## src/rtl/inst_fetch.sv

```systemverilog
// rtl/inst_fetch.sv - program counter and instruction fetch stage with branch-target LUT
//
// Holds the PC that addresses instruction ROM, forwards the ROM word to the
// decoder qualified by InstValid, resolves jz/jnz redirects through a
// 64-entry branch-target table indexed by inst[5:0], and sequences
// IDLE -> RUN -> DONE for the top level.
//
// Ports:
//   Clk         system clock, rising edge
//   Reset       synchronous active-high reset (clears state, PC, counter, LUT)
//   Start       begin execution from StartAddr (accepted in IDLE and DONE)
//   StartAddr   PC loaded when Start is accepted
//   EndAddr     address of the last instruction of the program
//   InstIn      instruction ROM data read combinationally at PC
//   jz, jnz     decoder jump requests for the current InstOut
//   Zero        accumulator zero flag, sampled with jz/jnz
//   LutWe       branch-target LUT write enable
//   LutAddr     LUT write index
//   LutData     LUT write data
//   PC          current program counter / ROM address
//   InstOut     instruction to the decoder (pass-through of InstIn)
//   InstValid   high only while running
//   Done        program finished
//   CycleCount  RUN cycles since the last accepted Start (saturating)

module inst_fetch #(
    parameter int PC_W      = 10,
    parameter int LUT_DEPTH = 64,
    parameter int CNT_W     = 16
) (
    input  logic             Clk,
    input  logic             Reset,
    input  logic             Start,
    input  logic [PC_W-1:0]  StartAddr,
    input  logic [PC_W-1:0]  EndAddr,
    input  logic [8:0]       InstIn,
    input  logic             jz,
    input  logic             jnz,
    input  logic             Zero,
    input  logic             LutWe,
    input  logic [5:0]       LutAddr,
    input  logic [PC_W-1:0]  LutData,
    output logic [PC_W-1:0]  PC,
    output logic [8:0]       InstOut,
    output logic             InstValid,
    output logic             Done,
    output logic [CNT_W-1:0] CycleCount
);

    typedef enum logic [1:0] {
        IDLE = 2'd0,
        RUN  = 2'd1,
        DONE = 2'd2
    } state_t;

    localparam logic [PC_W-1:0]  PC_ONE  = {{(PC_W-1){1'b0}}, 1'b1};
    localparam logic [CNT_W-1:0] CNT_ONE = {{(CNT_W-1){1'b0}}, 1'b1};

    state_t          state;
    logic [PC_W-1:0] lut [LUT_DEPTH];
    logic [PC_W-1:0] jump_target;
    logic            taken;

    // jz wins when both are asserted; the decoder should never do that.
    always_comb begin
        taken = 1'b0;
        if (jz) begin
            taken = Zero;
        end else if (jnz) begin
            taken = ~Zero;
        end
    end

    // Combinational read: a same-cycle write to this index lands on the
    // edge, so the lookup here still sees the old entry.
    assign jump_target = lut[InstIn[5:0]];

    assign InstOut   = InstIn;
    assign InstValid = (state == RUN);

    always_ff @(posedge Clk) begin
        if (Reset) begin
            for (int i = 0; i < LUT_DEPTH; i++) begin
                lut[i] <= '0;
            end
        end else if (LutWe) begin
            lut[LutAddr] <= LutData;
        end
    end

    always_ff @(posedge Clk) begin
        if (Reset) begin
            state      <= IDLE;
            PC         <= '0;
            Done       <= 1'b0;
            CycleCount <= '0;
        end else begin
            case (state)
                IDLE: begin
                    if (Start) begin
                        PC         <= StartAddr;
                        CycleCount <= '0;
                        state      <= RUN;
                    end
                end
                RUN: begin
                    if (CycleCount != {CNT_W{1'b1}}) begin
                        CycleCount <= CycleCount + CNT_ONE;
                    end
                    // The end check comes first so a jump sitting at EndAddr
                    // cannot extend the program.
                    if (PC == EndAddr) begin
                        state <= DONE;
                        Done  <= 1'b1;
                    end else if (taken) begin
                        PC <= jump_target;
                    end else begin
                        PC <= PC + PC_ONE;
                    end
                end
                DONE: begin
                    if (Start) begin
                        Done       <= 1'b0;
                        PC         <= StartAddr;
                        CycleCount <= '0;
                        state      <= RUN;
                    end
                end
                default: begin
                    state <= IDLE;
                end
            endcase
        end
    end

endmodule
```

## config.mk

```make
export PLATFORM = sky130hd
export DESIGN_NAME = inst_fetch
export DESIGN_NICKNAME = d
export VERILOG_FILES = /design/src/rtl/inst_fetch.sv
export SDC_FILE = /design/constraint.sdc
export NUM_CORES = 1
export LEC_CHECK = 0
export CAP_MARGIN = 20
export CORE_UTILIZATION = 45
export DETAILED_ROUTE_END_ITERATION = 10
export GPL_ROUTABILITY_DRIVEN = 0
export PLACE_DENSITY = 0.72
export SYNTH_ARGS = -nofsm -noshare
export SYNTH_HDL_FRONTEND = slang
export SYNTH_SLANG_ARGS = --single-unit
```

## constraint.sdc

```tcl
create_clock -name Clk -period 2.7 [get_ports Clk]
set_clock_uncertainty 0.15 [all_clocks]
set_input_delay 0.675 -clock Clk [delete_from_list [all_inputs] [get_ports Clk]]
set_output_delay 0.675 -clock Clk [all_outputs]
set_load 0.005 [all_outputs]
```

---- Yosys cells after proc, flatten, opt, wreduce, memory -nomap -nowiden ----
Memory sizes are Yosys's and may differ from the RTL's.
Cells that the tools add are included.
storage, ports and cells
  register bits ........................... 29
  memory bits (writable) .................. 640
  bits of input ports ..................... 52
  output and inout bits ................... 37
  memories ................................ 1
memory list
  name  words  width  rd ports  clocked after memory_dff  wr ports  RTL line  source
  lut   64     10     1         0                         64        60        logic [PC_W-1:0] lut [LUT_DEPTH];
cells by class
  add/sub/neg operators ................... 2
  eq/ne operators ......................... 9
  mux-type cells .......................... 23
  bitwise operators ....................... 1
  reductions and logical operators ........ 9
operator list
  operator                 number
  $mux W10                 4
  $mux W16                 2
  $pmux W16 S2             1
  $pmux W10 S2             1
  $add A16 B1 Y16 const B  1
  $ne A16 B16 Y1 const B   1
  $add A10 B1 Y10 const B  1
  $eq A10 B10 Y1           1
  $mux W1                  10
  $reduce_or A10 Y1        1
  $reduce_and A3 Y1        3
  $mux W6                  1
  $ne A2 B1 Y1 const B     3
  $mux W2                  2
  $ne A2 B2 Y1 const B     2
  $pmux W2 S2              1
  $reduce_bool A2 Y1       2
  $eq A2 B1 Y1 const B     1
  $eq A2 B2 Y1 const B     1
  $logic_not A2 Y1         1
  $pmux W1 S2              1
  $reduce_and A2 Y1        1
  $reduce_or A2 Y1         1
  $not A1 Y1               1

---- Depth between registers and ports, before layout ----
Gate-level depths: netlist of the first run.
  depth after elaboration ................. 6
  mapped depth ............................ 10
  mapped depth without buffers ............ 7

---- Worst setup path after synthesis of the first run ----
OpenSTA, ideal clock, no wires.
  path type ............................... input to register
  from .................................... input port InstIn[0]
  to ...................................... register PC[9]
  library setup time ...................... 120 ps
  arrival ................................. 2398 ps
  setup slack ............................. 33 ps
  stages on the path ...................... 7
  buffers on the path ..................... 2
  cell sequence ........................... buf_6 > buf_8 > mux4_1 > mux4_2 > mux2i_1 > nor3_1 > o31a_1
between the ends
  longest elaborated chain between the ends .. 4
ends and longest elaborated chain
  what                  RTL line  source
  from (decl)           36        input logic [8:0] InstIn,
  $mem_v2 Z64 W10       -
  $mux W10              115       end else if (taken) begin
  $mux W10              112       if (PC == EndAddr) begin
  $pmux W10 S2          98        case (state)
  to (signal assigned)  101       PC <= StartAddr;
  to (signal assigned)  116       PC <= jump_target;
  to (signal assigned)  118       PC <= PC + PC_ONE;
  to (decl)             43        output logic [PC_W-1:0] PC,
No other way between the ends. The select of a mux whose other input is x is not followed.
A chain may end at the register's enable or synchronous reset.

---- Final worst setup path of the first run ----
  from .................................... input port InstIn[3]
  to ...................................... output port InstOut[3]
RTL lines
  what       RTL line  source
  to (decl)  44        output logic [8:0] InstOut,
No word-level cell between the ends.

==> run metrics, run 1 <==
R2R Path Start lut[53][9]; post-synthesis compound-gate area fraction 2.99%; internal power 0.0181 W; Syn Nets 2259; most common cell in the netlist and2_1; Initial Util 45.9%; reg2reg setup slack 0.36 ns; leakage power 13.4 nW; Routed WL per cell 25.8 um; final WL 87500 um; TritonCTS clock tree done; largest net degree at the start of global routing 82; Detail Placement HPWL 59400 um; fin crit share 98.7%; die width 267 um; post-synth cell types 60; min cycle time layout 2.67 ns; Layout area overhead 18.5%; Yosys reg bits 669; Root Buffer clkbuf_16; sequential power share 51.5%; RR Endpoint PC[9]; filler-free cell count of the finished design 3391; nets 2468; status completed; arrival time at the worst endpoint 1.84 ns; ANT cells 0; Filler cells 5397; Port Buffers 82; Setup violations, final 0; Power Density 625 mW/mm^2; Fin Setup TNS 0 ns; Crit Path Class in -> out; Comb pwr share 9.7%; H-tree levels 3; Placement Cell Area 0.0354 mm^2; Primary FF master, synth edfxtp_1; synth warn 0; hold path cells 2; switch share 22.8%; simple-gate portion of the synthesized area 17.5%; adder-cell share of the synthesized area 0.0790%; area leader, netlist edfxtp_1; post-route ant nets 0; sequential-to-total area share from yosys stat 62.5%; fmax 375 MHz; clock sinks 669; top cells by count, synth and2_1, edfxtp_1, clkbuf_1; Die Ht 267 um; FFs w/ async S/R, synth 0%; # Max-Cap Violations 0; Post-synth EDFFs 640; drc violations 0; WHS Endpoint Done; RSZ-0062 raised after global routing no; met1 usage 34.4%; clk_lat worst skew 0.62 ns; DIE AREA 0.0715 mm^2; Synth Instances 2205; GR Layer Usage met2 39.2%; Sequential Area 0.0198 mm^2; mux contribution to synthesized area 12.8%; via count 19800; cell area after synthesis 0.0317 mm^2; DP Cell Count 3275; buffer levels on the longest clock path 3; via/cell ratio 5.85; post-synthesis xor/xnor area fraction 0.747%; grt ovf 0; Worst Path Required 1.88 ns; Clk pin slew, worst setup/hold paths 0.06 ns; gr usage total 24.9%; Core Box Area 0.0691 mm^2; clock power share 38.8%; CP endpoint kind output port; Synth area leaders edfxtp_1, and2_1, mux4_2; worst reg2reg path depth 6; share of cells above drive strength 1 25.1%; I/O pin count 89; Top Usage Layer GRT met2; Hold/Removal Path Class reg -> reg; min-delay src Done; Startpoint Class input port; first-pass GRT wire length 130000 um; Pre-Repair DR Iteration Count 7; row cnt 96; Worst Tran Pin Value 0.978 ns; post-layout power 0.0235 W; switching power total 0.00535 W; Slew Limit Fails 0; vias in the first global route 19600; final instance area 0.0375 mm^2; Max VDD drop 0.511 mV; syn avg cell area 14.4 um^2; post-synth top area share 60.7%; hold_buf cts 0; Slew Limit Headroom 34.8%; largest family of logic cells by synthesized area simple AND/OR/NAND/NOR gates; routing usage on met3 4.99%; TritonCTS buffer count 67; Fin. Hold Viols 0; initial antenna violation count 3; footprint of the multi-input gates 0.0108 mm^2; DR iter-0 viols 2293; Crit Path Max Fanout 11
[how the worst max path moves through the flow]
stage	start	endpoint	slack, ns	depth (start not counted)
after detailed placement	LutAddr[4]	lut[22][6]	-0.52	5
after CTS	InstIn[3]	InstOut[3]	0.01	3
after floorplan	InstIn[0]	PC[9]	0.03	7
after global placement	LutAddr[4]	lut[22][5]	-0.55	5
final	InstIn[3]	InstOut[3]	0.03	3
after global routing	InstIn[3]	InstOut[3]	0.005	3
[per-stage QoR]
stage | util, % | worst slack [ns] | hold slack, ns
final | 54.4 | 0.0341 | 0.322
after global placement | 51.3 | -0.548 | 0.313
after floorplan | - | 0.0327 | 0.315
after detailed placement | 51.3 | -0.518 | 0.318
after global routing | 54.4 | 0.00497 | 0.381
after CTS | 54.3 | 0.0111 | 0.327
[layer usage]
metal | share of wire (%) | up-vias | wire (um)
met5 | 0.014 | - | 12
met4 | 3.1 | 2 | 2750
met3 | 10 | 165 | 9120
met2 | 47 | 1125 | 41100
met1 | 39 | 10100 | 34500
li1 | - | 8426 | -
[power by group through the flow]
stage	Combinational, W	Clock [W]	Sequential [W]
after global routing	0.00236	0.00954	0.0121
after detailed placement	0.00223	0	0.0123
after floorplan	0.00120	0	0.0122
after CTS	0.00225	0.00916	0.0121
after global placement	0.00220	0	0.0123
final	0.00227	0.00910	0.0121
[worst max-delay path: stages]
cell and delay [ns]:
clkdlybuf4s50_1 0.50, buf_12 0.15, clkdlybuf4s50_1 0.51
[cells in the final DEF (no fill, tap or decap), drive strengths merged, types with 5 or more instances in the layout]
master,n
and2,645
edfxtp,640
buf,294
mux4,163
nor2,102
clkbuf,89
or2,68
clkdlybuf4s50,67
nand2,37
dfxtp,29
mux2i,27
o21ai,22
a21oi,22
a22oi,19
nor2b,19
clkinv,19
xnor2,16
nand3,14
nor3,13
o22ai,13
inv,13
xor2,11
nand2b,10
or3,9
a311oi,8
a22o,8
nand4,7
a211oi,7
nand3b,6
mux2,6
a221oi,5
[registers in the layout, summed over array words and instances (netlist names)]
name and flops:
Done 1, PC 10, lut 640, state 2, CycleCount 16
[cell type report]
type                    count  share of cell area [%]
flip-flops and latches    669                    52.7
multi-input cells        1303                    28.8
repair buffers            361                    9.65
clock buffers              89                    5.05
well taps                 931                    3.10
clock inverters            26                   0.553
inverters                  12                   0.120
[cells by family after synthesis]
group / Yosys count
AO/OA/AOI/OAI: 136
buffers and inverters: 233
adder cells (fa/ha/maj): 2
AND/OR/NAND/NOR: 942
XOR/XNOR: 27
flip-flops: 669
multiplexers: 196
[repair_timing]
| item | 4_1_cts | 5_1_grt |
|---|---|---|
| endpoints found under the setup margin | 0 | 12 |
| buffers inserted | 0 | 1 |
| gates resized for setup | 0 | 2 |
Note: power is estimated with default switching activity, not from simulation.
==> run 2: changes to the inputs <==
--- a/config.mk
+++ b/config.mk
@@ -9,7 +9,8 @@
 export CORE_UTILIZATION = 45
 export DETAILED_ROUTE_END_ITERATION = 10
 export GPL_ROUTABILITY_DRIVEN = 0
-export PLACE_DENSITY = 0.72
+export PLACE_DENSITY = 0.69
+export SLEW_MARGIN = 20
 export SYNTH_ARGS = -nofsm -noshare
 export SYNTH_HDL_FRONTEND = slang
 export SYNTH_SLANG_ARGS = --single-unit
==> constraint.sdc (replaced) <==
create_clock -name Clk -period 3.2 [get_ports Clk]
set_clock_uncertainty 0.15 [all_clocks]
set_input_delay 0.8 -clock Clk [delete_from_list [all_inputs] [get_ports Clk]]
set_output_delay 0.8 -clock Clk [all_outputs]
set_load 0.005 [all_outputs]
==> run metrics, run 2 (synthesis results as in run 1) <==
status completed; fin crit share 97.7%; post-route ant nets 0; Port Buffers 82; Root Buffer clkbuf_16; Largest regs lut: 640 flops, CycleCount: 16 flops, PC: 10 flops; Slew Limit Headroom 37.8%; largest register by flop count lut; Detail Placement HPWL 58700 um; Hold/Removal Path Class reg -> reg; Post-Route Utilization 53.0%; arrival time at the worst endpoint 2.18 ns; largest net degree at the start of global routing 82; launch point of the worst path InstIn[4]; WHS 0.354 ns; RSZ-0062 raised after global routing no; Crit Path Max Fanout 19; # Max-Cap Violations 0; Slew Limit Fails 0; nets 2402; row cnt 96; Max VDD drop 0.348 mV; via/cell ratio 5.79; final WL 86100 um; gr usage total 24.4%; leakage power 13.0 nW; most frequent cells in the layout and2_1, edfxtp_1, buf_4, mux4_2, nor2_1; Worst Path Required 2.25 ns; Initial Util 45.9%; hold_buf cts 0; grt ovf 0; TritonCTS clock tree done; Worst Tran Pin Value 0.934 ns; Die Ht 267 um; Pre-Repair DR Iteration Count 6; via count 19300; max reg flops 640; Setup violations, final 0; Fin. Hold Viols 0; Post-CTS Setup Bufs 0; drc violations 0; Startpoint Class input port; ANT cells 0; CP endpoint kind output port; Core Box Area 0.0691 mm^2; vias in the first global route 19200; fmax 320 MHz; I/O pin count 89; H-tree levels 3; R2R Path Start PC[1]; buffer levels on the longest clock path 3; clock sinks 669; Power Density 530 mW/mm^2; Clk pin slew, worst setup/hold paths 0.06 ns; min cycle time layout 3.13 ns; initial antenna violation count 1; Routed WL per cell 25.9 um; clk_lat worst skew 0.62 ns; min-delay src Done; first-pass GRT wire length 127000 um; DR iter-0 viols 2252; most common cell after layout, fill and taps aside and2_1; share of cells above drive strength 1 22.6%; DIE AREA 0.0715 mm^2; Layout area overhead 15.6%; die width 267 um; TritonCTS buffer count 66; Crit Path Class in -> out
-- run 2: changes by cell type in the layout (fill, tap and decap cells not counted), sizes merged --
cell | before | now
clkinv | 19 | 31
clkinvlp | 3 | 0
dlymetal6s2s | 0 | 1
bufinv | 3 | 1
buf | 294 | 228
clkbuf | 89 | 84
-- run 2: path summary, 6_finish.rpt --
check | cells after the start | slack [ns] | endpoint
worst max-delay path | 3 | 0.07 | InstOut[4]
worst min register to register | 2 | 0.35 | Done
worst max register to register | 5 | 0.75 | PC[4]
worst min-delay path | 2 | 0.35 | Done
-- run 2: layout make-up --
cell class,count,area (um^2)
clock inverter,33,171
clock buffer,84,1840
inverter,12,45.0
timing repair buffer,296,2790
multi-input combinational,1303,10800
sequential,669,19800
fill,5554,32500
tap,931,1160
-- run 2: power breakdown --
part           total, W  internal, W  switching, W
sequential       0.0102       0.0100      0.000179
combinational   0.00180     0.000774       0.00102
clock           0.00740      0.00413       0.00328
-- run 2: worst max-delay path, stage by stage --
cell and delay, ns:
clkdlybuf4s50_1 0.61, buf_12 0.22, clkdlybuf4s50_1 0.53
-- run 2: layer usage --
layer | part of all wire (%) | track usage [%] | vias up | wire length [um]
met5 | 0 | 0 | - | 0
met4 | 3.0 | 8.29 | 0 | 2570
met3 | 8.8 | 4.05 | 162 | 7620
met2 | 47 | 39.2 | 975 | 40900
met1 | 41 | 33.8 | 9856 | 35100
li1 | - | - | 8275 | -
-- run 2: what timing repair did --
action                                  in CTS  in global routing
gates resized for setup                      0                  1
endpoints found under the hold margin        0                  0
endpoints found under the setup margin       0                  1
-- run 2: through the flow --
stage | cell area (um^2) | instances | total power (W) | worst slack [ns] | setup TNS [ns]
floorplan | 31700 | 2205 | 0.0113 | 0.408 | 0
global placement | 34600 | 3211 | 0.0121 | -0.0893 | -2.99
detailed placement | 34600 | 3211 | 0.0122 | -0.110 | -7.74
CTS | 36600 | 3328 | 0.0195 | 0.0477 | 0
global route | 36600 | 3328 | 0.0199 | 0.0621 | 0
finish | 36600 | 3328 | 0.0194 | 0.0740 | 0
